<file path="src/rtl/mem_wb_pkg.sv">
// Shared constants for the memory/write-back stage: funct3 codes, FSM encoding, datapath width.
// Also holds the address-alignment helper used when misaligned accesses are not trapped.
package mem_wb_pkg;
    localparam int XLEN_DEF = 32;

    localparam logic [2:0] F3_LB  = 3'b000;
    localparam logic [2:0] F3_LH  = 3'b001;
    localparam logic [2:0] F3_LW  = 3'b010;
    localparam logic [2:0] F3_LBU = 3'b100;
    localparam logic [2:0] F3_LHU = 3'b101;
    localparam logic [2:0] F3_SB  = 3'b000;
    localparam logic [2:0] F3_SH  = 3'b001;
    localparam logic [2:0] F3_SW  = 3'b010;

    localparam logic [1:0] ST_IDLE = 2'd0;
    localparam logic [1:0] ST_REQ  = 2'd1;
    localparam logic [1:0] ST_WAIT = 2'd2;
    localparam logic [1:0] ST_WB   = 2'd3;

    // Half accesses drop addr[0], word accesses drop addr[1:0]; bytes keep both.
    function automatic logic [1:0] align_lo(input logic [2:0] f3, input logic [1:0] lo);
        case (f3[1:0])
            2'b01:   return {lo[1], 1'b0};
            2'b10:   return 2'b00;
            default: return lo;
        endcase
    endfunction
endpackage

</file>
<file path="src/rtl/load_align.sv">
// Combinational load formatter: picks the byte/half lane by address and sign/zero extends it.
// Zero latency; no handshake.
module load_align
    import mem_wb_pkg::*;
(
    input  logic [2:0]  i_funct3,
    input  logic [1:0]  i_addr_lo,
    input  logic [31:0] i_rdata,
    output logic [31:0] o_result
);
    logic [7:0]  w_byte;
    logic [15:0] w_half;

    always_comb begin
        w_byte   = i_rdata[{i_addr_lo, 3'b000} +: 8];
        w_half   = i_addr_lo[1] ? i_rdata[31:16] : i_rdata[15:0];
        o_result = i_rdata;
        case (i_funct3)
            F3_LB:   o_result = {{24{w_byte[7]}}, w_byte};
            F3_LH:   o_result = {{16{w_half[15]}}, w_half};
            F3_LBU:  o_result = {24'd0, w_byte};
            F3_LHU:  o_result = {16'd0, w_half};
            default: o_result = i_rdata;
        endcase
    end
endmodule

</file>
<file path="src/rtl/mem_wb_stage.sv">
// RV32 memory/write-back stage: runs the dmem req/gnt/rvalid handshake and drives the RF write port.
// ALU ops write 1 cycle after accept; loads write in WB. in_ready only in IDLE.
// MEM_WB_MISALIGN_TRAP_EN: misaligned half/word accesses pulse misalign_trap instead of issuing.
module mem_wb_stage
    import mem_wb_pkg::*;
#(
    parameter int XLEN    = XLEN_DEF,
    parameter int RADDR_W = 5
) (
    input  logic               clk,
    input  logic               rst_n,
    input  logic               in_valid,
    output logic               in_ready,
    input  logic               in_is_load,
    input  logic               in_is_store,
    input  logic [2:0]         in_funct3,
    input  logic [RADDR_W-1:0] in_rd,
    input  logic [XLEN-1:0]    in_alu_result,
    input  logic [XLEN-1:0]    in_store_data,
    output logic               dmem_req,
    output logic               dmem_we,
    output logic [XLEN-1:0]    dmem_addr,
    output logic [XLEN-1:0]    dmem_wdata,
    output logic [3:0]         dmem_be,
    input  logic               dmem_gnt,
    input  logic               dmem_rvalid,
    input  logic [XLEN-1:0]    dmem_rdata,
    output logic               rf_wr_en,
    output logic [RADDR_W-1:0] rf_wr_addr,
    output logic [XLEN-1:0]    rf_wr_data,
    output logic               misalign_trap
);
    logic [1:0]         r_state;
    logic [2:0]         r_funct3;
    logic [1:0]         r_addr_lo;
    logic [RADDR_W-1:0] r_rd;

    logic               w_accept;
    logic               w_is_mem;
    logic [1:0]         w_lo;
    logic [3:0]         w_be;
    logic [XLEN-1:0]    w_wdata;
    logic [XLEN-1:0]    w_load_data;

    assign in_ready = (r_state == ST_IDLE);
    assign w_accept = in_valid & in_ready;
    assign w_is_mem = in_is_load | in_is_store;
    assign w_lo     = align_lo(in_funct3, in_alu_result[1:0]);

`ifdef MEM_WB_MISALIGN_TRAP_EN
    logic r_trap;
    logic w_misalign;
    assign w_misalign = ((in_funct3[1:0] == 2'b01) && in_alu_result[0]) ||
                        ((in_funct3[1:0] == 2'b10) && (in_alu_result[1:0] != 2'b00));
    assign misalign_trap = r_trap;
`else
    assign misalign_trap = 1'b0;
`endif

    always_comb begin
        w_be    = 4'b1111;
        w_wdata = in_store_data;
        case (in_funct3[1:0])
            F3_SB[1:0]: begin
                w_be    = 4'b0001 << w_lo;
                w_wdata = {4{in_store_data[7:0]}};
            end
            F3_SH[1:0]: begin
                w_be    = w_lo[1] ? 4'b1100 : 4'b0011;
                w_wdata = {2{in_store_data[15:0]}};
            end
            default: ;
        endcase
    end

    load_align u_load_align (
        .i_funct3  (r_funct3),
        .i_addr_lo (r_addr_lo),
        .i_rdata   (dmem_rdata),
        .o_result  (w_load_data)
    );

    always_ff @(posedge clk) begin
        if (!rst_n) begin
            r_state    <= ST_IDLE;
            r_funct3   <= 3'd0;
            r_addr_lo  <= 2'd0;
            r_rd       <= '0;
            dmem_req   <= 1'b0;
            dmem_we    <= 1'b0;
            dmem_addr  <= '0;
            dmem_wdata <= '0;
            dmem_be    <= 4'd0;
            rf_wr_en   <= 1'b0;
            rf_wr_addr <= '0;
            rf_wr_data <= '0;
`ifdef MEM_WB_MISALIGN_TRAP_EN
            r_trap     <= 1'b0;
`endif
        end else begin
            rf_wr_en <= 1'b0;
`ifdef MEM_WB_MISALIGN_TRAP_EN
            r_trap   <= 1'b0;
`endif
            case (r_state)
                ST_IDLE: if (w_accept) begin
                    r_rd      <= in_rd;
                    r_funct3  <= in_funct3;
                    r_addr_lo <= w_lo;
                    if (!w_is_mem) begin
                        rf_wr_en   <= (in_rd != '0);
                        rf_wr_addr <= in_rd;
                        rf_wr_data <= in_alu_result;
                    end
`ifdef MEM_WB_MISALIGN_TRAP_EN
                    else if (w_misalign) begin
                        r_trap <= 1'b1;
                    end
`endif
                    else begin
                        r_state    <= ST_REQ;
                        dmem_req   <= 1'b1;
                        dmem_we    <= in_is_store;
                        dmem_addr  <= {in_alu_result[XLEN-1:2], 2'b00};
                        dmem_be    <= w_be;
                        dmem_wdata <= in_is_store ? w_wdata : '0;
                    end
                end
                ST_REQ: if (dmem_gnt) begin
                    dmem_req <= 1'b0;
                    dmem_we  <= 1'b0;
                    if (dmem_we) begin
                        r_state <= ST_IDLE;
                    end else if (dmem_rvalid) begin
                        r_state    <= ST_WB;
                        rf_wr_en   <= (r_rd != '0);
                        rf_wr_addr <= r_rd;
                        rf_wr_data <= w_load_data;
                    end else begin
                        r_state <= ST_WAIT;
                    end
                end
                ST_WAIT: if (dmem_rvalid) begin
                    r_state    <= ST_WB;
                    rf_wr_en   <= (r_rd != '0);
                    rf_wr_addr <= r_rd;
                    rf_wr_data <= w_load_data;
                end
                default: r_state <= ST_IDLE;
            endcase
        end
    end
endmodule
</file>
<file path="config.mk">
export PLATFORM = sky130hd
export DESIGN_NAME = mem_wb_stage
export DESIGN_NICKNAME = d
export VERILOG_FILES = /design/src/rtl/mem_wb_pkg.sv /design/src/rtl/load_align.sv /design/src/rtl/mem_wb_stage.sv
export SDC_FILE = /design/constraint.sdc
export NUM_CORES = 1
export LEC_CHECK = 0
export BUFFER_PORTS_ARGS = -buffer_cell sky130_fd_sc_hd__clkbuf_2
export CORE_ASPECT_RATIO = 1.5
export CORE_MARGIN = 2
export CORE_UTILIZATION = 49
export CTS_CLUSTER_SIZE = 28
export DETAILED_ROUTE_END_ITERATION = 10
export PLACE_DENSITY = 0.82
export SLEW_MARGIN = 20
export SYNTH_ARGS = -nofsm -noshare
export SYNTH_HDL_FRONTEND = slang
export SYNTH_SLANG_ARGS = --single-unit
</file>
<file path="constraint.sdc">
create_clock -name clk -period 2.2 [get_ports clk]
set_input_delay 0.33 -clock clk [delete_from_list [all_inputs] [get_ports clk]]
set_output_delay 0.33 -clock clk [all_outputs]
set_load 0.01 [all_outputs]
</file>
==> impl_metrics.yaml, run 1 <==
yosys:
  synth_flop_cell: "dfxtp_1"
  synth-edff-count: 0
  ys_seq_area_share_pct: 41.2
  yosys-top-cells-area: "dfxtp_1 (41%), a21oi_1 (10%), nand2_1 (8.7%)"
  synth_cell_types: 45
  avgSynthCellArea_sq_um: 8.09
  syn_area_sq_um: 5730
  synthCells: 708
  synth_area_leader_cell: "dfxtp_1"
  synth_seq_cells: 118
  yosys_warnings: 0
  async_reset_ff_share_pct: 0
  netlist.area_leader.share_pct: 41.2
floorplanning:
  rows: 48
  die_w_um: 92.3
  fp.dieArea_sq_um: 12600
  core_region_area_sq_um: 11500
  start_util_pct: 49.9
  io_pins: 221
  die_height_um: 136
setup_path:
  cp_cell_sequence: "inv_1, ha_2, a221o_1, a2111oi_4, buf_12, a2111oi_0"
  worst_ep_arrival_time_ns: 2.34
  slowest_delay_ns: 0.44
  start_kind: "flop"
  crit_type: "flop to flop"
  critPathTopFamily: "compound AO/OA/AOI/OAI gates"
  crit_slowest_cell: "a221o_1"
  worstPathRequired_ns: 2.46
  critPathCaptureType: "flop"
  cp.buffers_inverters: 2
  cp_max_fo: 16
sta:
  tns_ns: 0
  relSlewSlack_pct: 54.5
  clock_skew_ns: 0.00896
  fin_crit_sh_pct: 94.6
  period_minus_slack_ns: 2.08
  whs_ns: 0.159
  hold_violations: 0
  fmax_mhz: 480
  rsz0062_at_grt: "false"
  worst_pin_slew_ns: 0.682
  setup_viol_count_final: 0
  drv_slew: 0
  fin_ws_ns: 0.118
placement:
  gp_congestion: 0.877
  place_hpwl_mm: 14.0
  dp.cells: 1044
  portBuffers: 217
  pre_cts_slack_ns: -0.00124
run:
  cap_viol_max_count: 0
clocking:
  cts_hold_buf: 0
  cts_tree: "yes"
  clk_pin_slew_ns: 0.05
  clock_path_buffers: 2
  clock_sinks: 118
  ctsRootBufferMaster: "clkbuf_16"
  cts_made_buffers: 17
  worstSkewPairLatency_ns: 0.41
  h-tree-depth: 4
power_and_ir_drop:
  power-per-cell-area_nw_per_um2: 1320
  combPwrFrac_pct: 43.4
  p_leak_nw: 3.34
  p_int_mw: 6.20
  switching_share_pct: 39.0
  pwr-share-seq_pct: 29.4
  ir_drop_mv: 0.649
  pwr-share-clk_pct: 27.2
  p_sw_mw: 3.96
grt:
  grt_pass1_wl_mm: 29.2
  overflow: 0
  grt_max_degree: 50
  antenna_found_initial: 0
  grt_pass1_vias: 5971
  track_usage_pct: 29.5
finish:
  fill_cells: 967
  fin_util_pct: 66.9
  antenna_cells: 0
  final_cells: 1076
  nets: 1030
  register_area_sq_um: 2360
  syn_to_final_growth_pct: 34.0
  drive_gt1_share_pct: 33.6
  multiInputGateArea_sq_um: 3030
worst_hold_path:
  hold_class: "input port to flop"
route:
  vias: 6305
  initialDrtViolationCount: 537
  firstDrtPassIters: 5
  drcViolationCount: 0
  viasPerCell: 5.86
  post_drt_wl_per_cell_um: 17.7
  ant_nets: 0
  postRouteWirelength_mm: 19.1
run_status:
  outcome: "completed"
-- routing by layer --
layer  vias to the layer above  GRT usage (%)  part of all wire, %
li1                       2976              -                    -
met1                      2896           32.2                   36
met2                       353           51.6                   51
met3                        80           7.54                  8.4
met4                         0           16.8                  4.9
met5                         -              0                    0
-- area by class of cell --
cell class              instances  share of cell area, %
clock buffers                  20                   5.69
repair buffers                251                   18.0
inverters                      32                   1.58
flip-flops and latches        118                   30.8
clock inverters                12                   2.02
multi-input cells             493                   39.5
well taps                     150                   2.45
-- synth_stat cells (2+ instances only) --
| library cell | n |
|---|---|
| nand2b_1 | 5 |
| a2bb2oi_1 | 8 |
| nand3b_1 | 9 |
| a211o_1 | 8 |
| a2111oi_0 | 6 |
| buf_1 | 3 |
| o22ai_1 | 9 |
| inv_1 | 32 |
| nor2_1 | 20 |
| o21ai_0 | 27 |
| nor4_1 | 16 |
| nor2b_1 | 6 |
| nand3_1 | 9 |
| a31oi_1 | 3 |
| or4_1 | 2 |
| clkbuf_1 | 52 |
| o21a_1 | 2 |
| a211oi_1 | 5 |
| buf_2 | 8 |
| a311oi_1 | 9 |
| buf_4 | 4 |
| a21oi_1 | 116 |
| o211ai_1 | 16 |
| nand2_1 | 132 |
| ha_1 | 6 |
| mux2i_1 | 23 |
| nor3_1 | 3 |
| a22oi_1 | 9 |
| dfxtp_1 | 118 |
| o2111ai_1 | 2 |
| a221oi_1 | 11 |
| a2111oi_2 | 10 |
| o221a_2 | 7 |
-- flip-flops by register name (all words and copies together), names as in the netlist --
signal,flops
r_addr_lo,2
r_rd,5
dmem_we,1
dmem_be,4
r_state,2
rf_wr_data,32
rf_wr_addr,5
dmem_wdata,32
r_funct3,3
rf_wr_en,1
dmem_addr,30
dmem_req,1
-- tightest hold or removal path: stages --
cell	delay, ns
clkbuf_2	0.09
nand2_1	0.05
a21oi_1	0.05
-- kinds of logic (layout without fill, tap and decap cells) --
| logic type | Yosys count | after routing | synth area share (%) |
|---|---|---|---|
| compound gates | 256 | 256 | 30.4 |
| fa+ha+maj | 6 | 6 | 1.31 |
| other cells | 1 | 3 | 0.0655 |
| mux | 24 | 24 | 4.41 |
| simple gates | 204 | 204 | 15.6 |
| flops | 118 | 118 | 41.2 |
| buf+inv | 99 | 315 | 6.92 |
-- power by group through the flow --
stage / sequential (mW) / clock [mW] / combinational, mW
after floorplan: 3.16 / 0 / 2.52
after global placement: 3.01 / 0 / 4.16
after detailed placement: 3.01 / 0 / 4.26
after CTS: 2.98 / 2.79 / 4.29
after global routing: 3.04 / 2.89 / 4.73
final: 2.99 / 2.76 / 4.40
-- timing repair --
| action | 4_1_cts | 5_1_grt |
|---|---|---|
| setup buffers | 0 | 0 |
| endpoints found under the setup margin | 1 | 15 |
| resized for setup | 1 | 7 |
| pin swaps | 0 | 2 |
-- cells in the final DEF, fill, tap and decap left out, types with 10 or more instances in the layout --
cell type,instances
a2111oi_2,10
a21oi_1,116
a221oi_1,10
buf_4,31
clkbuf_16,17
clkbuf_2,217
dfxtp_1,116
inv_1,31
mux2i_1,23
nand2_1,132
nor2_1,20
nor4_1,13
o211ai_1,16
o21ai_0,27
-- path summary, 6_finish.rpt --
path / slack (ns) / startpoint / cells past startpoint / endpoint
hold reg to reg: 0.45 / dmem_wdata[24] / 2 / dmem_wdata[24]
setup reg to reg: 0.12 / r_state[0] / 6 / rf_wr_data[16]
setup / recovery: 0.12 / r_state[0] / 6 / rf_wr_data[16]
hold / removal: 0.16 / in_alu_result[12] / 3 / dmem_addr[12]
-- stage by stage --
stage	cell area, sq um	power, mW
6_report	7670	10.2
5_1_grt	7670	10.7
4_1_cts	7650	10.1
3_5_place_dp	7060	7.27
3_3_place_gp	7060	7.17
2_1_floorplan	5740	5.68
(Power assumes the default switching activity.)
==> run 2: changes to the inputs <==
--- a/config.mk
+++ b/config.mk
@@ -6,9 +6,11 @@
 export NUM_CORES = 1
 export LEC_CHECK = 0
 export BUFFER_PORTS_ARGS = -buffer_cell sky130_fd_sc_hd__clkbuf_2
+export CELL_PAD_IN_SITES_DETAIL_PLACEMENT = 0
+export CELL_PAD_IN_SITES_GLOBAL_PLACEMENT = 2
 export CORE_ASPECT_RATIO = 1.5
 export CORE_MARGIN = 2
-export CORE_UTILIZATION = 49
+export CORE_UTILIZATION = 27
 export CTS_CLUSTER_SIZE = 28
 export DETAILED_ROUTE_END_ITERATION = 10
 export PLACE_DENSITY = 0.82
==> run 2 against run 1 <==
Net effect:
- final cell count is 12% higher
- critical path type unchanged
- highest routed layer unchanged
- non-clock buffer count is 12 higher
- die area is 78% higher
- global-route usage is 9.8 points lower
- via count is 3.7% lower
- clock skew is 0.0018 ns higher
- critical path depth is 1 higher
==> impl_metrics.yaml, run 2 (synthesis gave the netlist of run 1 again) <==
run_status:
  outcome: "completed"
sta:
  fmax_mhz: 485
  drv_slew: 0
  worst_pin_slew_ns: 0.695
  hold_violations: 0
  fin_crit_sh_pct: 93.6
  tns_ns: 0
  relSlewSlack_pct: 53.7
  fin_ws_ns: 0.140
  period_minus_slack_ns: 2.06
  clock_skew_ns: 0.0108
  setup_viol_count_final: 0
  rsz0062_at_grt: "false"
finish:
  nets: 1042
  antenna_cells: 0
  reg.largest.list: "dmem_wdata (32), rf_wr_data (32), dmem_addr (30)"
  finalInstanceArea_sq_um: 7930
  syn_to_final_growth_pct: 38.4
  drive_gt1_share_pct: 34.3
  final_cells: 1206
  fill_cells: 2267
  final_common_cell: "clkbuf_2"
  layout_common_cells: "clkbuf_2 (217), nand2_1 (132), dfxtp_1 (117)"
grt:
  grt_max_degree: 36
  overflow: 0
  track_usage_pct: 19.7
  grt_pass1_vias: 5996
  antenna_found_initial: 0
  grt_pass1_wl_mm: 33.6
route:
  postRouteWirelength_mm: 22.4
  viasPerCell: 5.03
  drcViolationCount: 0
  initialDrtViolationCount: 404
  vias: 6072
  firstDrtPassIters: 5
  post_drt_wl_per_cell_um: 18.6
  ant_nets: 0
clocking:
  clock_path_buffers: 2
  worstSkewPairLatency_ns: 0.42
  h-tree-depth: 4
  cts_hold_buf: 0
  ctsRootBufferMaster: "clkbuf_16"
  clk_pin_slew_ns: 0.06
  cts_made_buffers: 17
  clock_sinks: 118
  cts_tree: "yes"
floorplanning:
  io_pins: 221
  rows: 65
  die_height_um: 182
  fp.dieArea_sq_um: 22400
  start_util_pct: 27.4
  core_region_area_sq_um: 20900
  die_w_um: 123
worst_hold_path:
  hold_class: "input port to flop"
setup_path:
  slowest_delay_ns: 0.36
  crit_slowest_cell: "dfxtp_2"
  crit_type: "flop to flop"
  critPathCaptureType: "flop"
  worstPathRequired_ns: 2.51
  cp_max_fo: 25
  cp_cell_sequence: "inv_1, ha_1, buf_12, a221oi_4, buf_12, a21oi_1, a2111oi_1"
  cpMostUsedCell: "buf_12"
  start_kind: "flop"
  worst_ep_arrival_time_ns: 2.37
placement:
  pre_cts_slack_ns: 0.0797
  gp_congestion: 0.826
  dpl-instance-area_sq_um: 7320
  portBuffers: 217
  place_hpwl_mm: 17.1
  dp.cells: 1171
run:
  cap_viol_max_count: 0
power_and_ir_drop:
  power-per-cell-area_nw_per_um2: 1300
  p_leak_nw: 3.41
  ir_drop_mv: 0.529
-- run 2: changes by cell type in the layout (fill, tap and decap cells not counted), moves of 2 or more --
| cell | previous run | this run |
|---|---|---|
| buf_4 | 31 | 37 |
| buf_12 | 3 | 8 |
| inv_6 | 0 | 4 |
| a2111oi_0 | 4 | 1 |
| clkbuf_1 | 3 | 0 |
| clkinv_4 | 4 | 1 |
| nor4_1 | 13 | 16 |
| nor4_2 | 3 | 0 |
| a2111oi_1 | 2 | 4 |
| bufinv_16 | 3 | 1 |
| clkinv_2 | 4 | 6 |
| clkinvlp_4 | 2 | 4 |
-- run 2: what timing repair did --
action                     in CTS  in global routing
setup endpoints to repair       0                 13
buffers inserted                0                  3
gates resized for setup         0                  8
-- run 2: power breakdown --
part           switching (mW)  total [mW]  leakage (nW)  internal [mW]
Combinational            2.72        4.68          2.17           1.96
Sequential              0.314        2.97         0.968           2.66
Clock                    1.11        2.66         0.266           1.55
-- run 2: path summary, 6_finish.rpt --
kind              slack (ns)            from  cells past startpoint              to
setup / recovery        0.14      r_state[1]                      7  rf_wr_data[18]
hold / removal          0.13    in_funct3[2]                      3     r_funct3[2]
setup reg to reg        0.14      r_state[1]                      7  rf_wr_data[18]
hold reg to reg         0.45  dmem_wdata[15]                      2  dmem_wdata[15]
-- run 2: through the flow --
stage	total power [mW]	util [%]	hold WS, ns
2_1_floorplan	5.68	-	0.443
3_3_place_gp	7.57	35.0	0.439
3_5_place_dp	7.61	35.0	0.445
4_1_cts	10.3	37.7	0.120
5_1_grt	10.9	37.9	0.160
6_report	10.3	37.9	0.134
-- run 2: layer usage --
layer / global-route usage (%) / part of all wire, % / vias to the layer above
met3: 5.19 / 6.0 / 31
met1: 22.0 / 39 / 2868
met4: 6.67 / 1.9 / 0
met5: 0 / 0 / -
met2: 35.6 / 53 / 186
li1: - / - / 2987
-- run 2: area by class of cell --
type	instances	area, sq um	share of cell area, %
inverter	32	121	1.53
multi-input combinational	493	3020	38.1
clock inverter	15	129	1.63
clock buffer	17	425	5.37
tap	268	335	4.23
timing repair buffer	263	1540	19.4
sequential	118	2360	29.8
-- run 2: worst max-delay path: cells and delay by family, from the launching register on --
family / cells / cell delay [ns]
AOI/OAI and AO/OA: 3 / 0.79
adders and majority gates: 1 / 0.34
buffers and inverters: 3 / 0.44
DFF: 1 / 0.36
==> run 3: changes to the inputs <==
--- a/config.mk
+++ b/config.mk
@@ -5,15 +5,16 @@
 export SDC_FILE = /design/constraint.sdc
 export NUM_CORES = 1
 export LEC_CHECK = 0
-export BUFFER_PORTS_ARGS = -buffer_cell sky130_fd_sc_hd__clkbuf_2
 export CELL_PAD_IN_SITES_DETAIL_PLACEMENT = 0
 export CELL_PAD_IN_SITES_GLOBAL_PLACEMENT = 2
 export CORE_ASPECT_RATIO = 1.5
 export CORE_MARGIN = 2
-export CORE_UTILIZATION = 27
+export CORE_UTILIZATION = 35
 export CTS_CLUSTER_SIZE = 28
 export DETAILED_ROUTE_END_ITERATION = 10
-export PLACE_DENSITY = 0.82
+export DONT_BUFFER_PORTS = 1
+export PLACE_DENSITY = 0.81
+export SKIP_CTS_REPAIR_TIMING = 1
 export SLEW_MARGIN = 20
 export SYNTH_ARGS = -nofsm -noshare
 export SYNTH_HDL_FRONTEND = slang
==> run 3 against run 2 <==
Net effect:
- critical path depth unchanged
- setup slack worse by 0.074 ns
- first-iteration DRC count is 32% lower
- global-route usage increased by 2.8 points
- clock-buffer cell count unchanged
- power decreased by 4.9%
- critical endpoint is now rf_wr_data[26]
==> impl_metrics.yaml, run 3 (synthesis gave the netlist of run 1 again) <==
run_status:
  outcome: "completed"
finish:
  multiInputGateArea_sq_um: 3020
  syn_to_final_growth_pct: 16.9
  final_common_cell: "nand2_1"
  final_cells: 915
  antenna_cells: 0
  fin_util_pct: 41.5
  register_area_sq_um: 2360
  layout_common_cells: "nand2_1 (132), dfxtp_1 (117), a21oi_1 (116)"
  fill_cells: 1638
  drive_gt1_share_pct: 13.3
  reg.largest.list: "dmem_wdata (32), rf_wr_data (32), dmem_addr (30)"
  nets: 814
sta:
  worst_pin_slew_ns: 0.650
  relSlewSlack_pct: 56.7
  fmax_mhz: 469
  period_minus_slack_ns: 2.13
  hold_violations: 0
  clock_skew_ns: 0.00971
  fin_crit_sh_pct: 97.0
  drv_slew: 0
  setup_viol_count_final: 0
power_and_ir_drop:
  switching_share_pct: 39.6
  p_int_mw: 5.93
  ir_drop_mv: 0.590
  pwr-share-clk_pct: 29.2
  pwr-share-seq_pct: 33.6
  combPwrFrac_pct: 37.1
  p_leak_nw: 2.43
  power-per-cell-area_nw_per_um2: 1470
  p_sw_mw: 3.88
placement:
  portBuffers: 0
  place_hpwl_mm: 15.0
  dp.cells: 883
  gp_congestion: 0.847
setup_path:
  reg2reg_from: "r_state[1]"
  cp_cell_sequence: "inv_1, ha_1, buf_4, a221oi_4, buf_12, a21oi_1, a2111oi_2"
  critPathTopFamily: "compound AO/OA/AOI/OAI gates"
  cp.buffers_inverters: 3
  crit_slowest_cell: "a221oi_4"
  worstPathRequired_ns: 2.49
  slowest_delay_ns: 0.41
  worst_ep_arrival_time_ns: 2.43
  critPathCaptureType: "flop"
  startpoint: "r_state[1]"
  start_kind: "flop"
  crit_type: "flop to flop"
  cp_max_fo: 15
route:
  post_drt_wl_per_cell_um: 22.0
  viasPerCell: 5.85
  drcViolationCount: 0
  vias: 5354
  initialDrtViolationCount: 276
  postRouteWirelength_mm: 20.1
  firstDrtPassIters: 5
  ant_nets: 0
clocking:
  clock_path_buffers: 2
  h-tree-depth: 4
  cts_made_buffers: 17
  clock_sinks: 118
  ctsRootBufferMaster: "clkbuf_16"
  worstSkewPairLatency_ns: 0.41
  cts_tree: "yes"
  clk_pin_slew_ns: 0.06
grt:
  overflow: 0
  antenna_found_initial: 0
  track_usage_pct: 22.5
  grt_pass1_wl_mm: 30.0
  grt_max_degree: 57
  grt_pass1_vias: 5438
floorplanning:
  start_util_pct: 35.5
  die_w_um: 108
  fp.dieArea_sq_um: 17400
  rows: 57
  io_pins: 221
  die_height_um: 161
  core_region_area_sq_um: 16100
worst_hold_path:
  hp-start: "in_alu_result[21]"
  hold_class: "input port to flop"
run:
  cap_viol_max_count: 0
run 3: cell types whose count changed in the layout (fill, tap and decap cells not counted), sizes merged:
cell and delta:
clkbuf -216, buf -12, clkinvlp -3, bufinv +2
clkinv +2, inv -2
run 3: cell type report:
class	count	share of cell area [%]
multi-input combinational	493	45.1
clock buffer	17	6.35
timing repair buffer	35	4.93
clock inverter	14	2.65
inverter	32	1.81
sequential	118	35.3
tap	206	3.85
run 3: power by group through the flow:
| stage | Clock [mW] | Combinational (mW) | Sequential [mW] |
|---|---|---|---|
| final | 2.87 | 3.64 | 3.30 |
| after global routing | 3.03 | 3.96 | 3.35 |
| after CTS | 2.93 | 3.54 | 3.31 |
| after detailed placement | 0 | 3.53 | 3.35 |
| after global placement | 0 | 3.41 | 3.35 |
| after floorplan | 0 | 2.52 | 3.16 |
run 3: final timing paths:
path / endpoint / depth (start not counted) / slack (ns)
setup / recovery: rf_wr_data[26] / 7 / 0.07
hold / removal: dmem_addr[21] / 2 / 0.05
setup reg to reg: rf_wr_data[26] / 7 / 0.07
hold reg to reg: r_rd[2] / 2 / 0.47
run 3: per-layer routing:
layer	track usage (%)	part of all wire (%)
met3	8.36	8.9
met4	10.7	3.5
met5	0	0
met1	22.6	35
met2	40.3	52
run 3: through the flow:
stage	setup TNS [ns]	power [mW]	area (sq um)	worst slack [ns]	hold WS [ns]
final	0	9.81	6700	0.0657	0.0520
after global routing	-0.0426	10.3	6700	-0.0387	0.0261
after CTS	0	9.77	6660	0.0425	0.0314
after detailed placement	0	6.88	6050	0.0534	0.463
after global placement	0	6.76	6050	0.197	0.456
after floorplan	0	5.68	5740	0.133	0.443
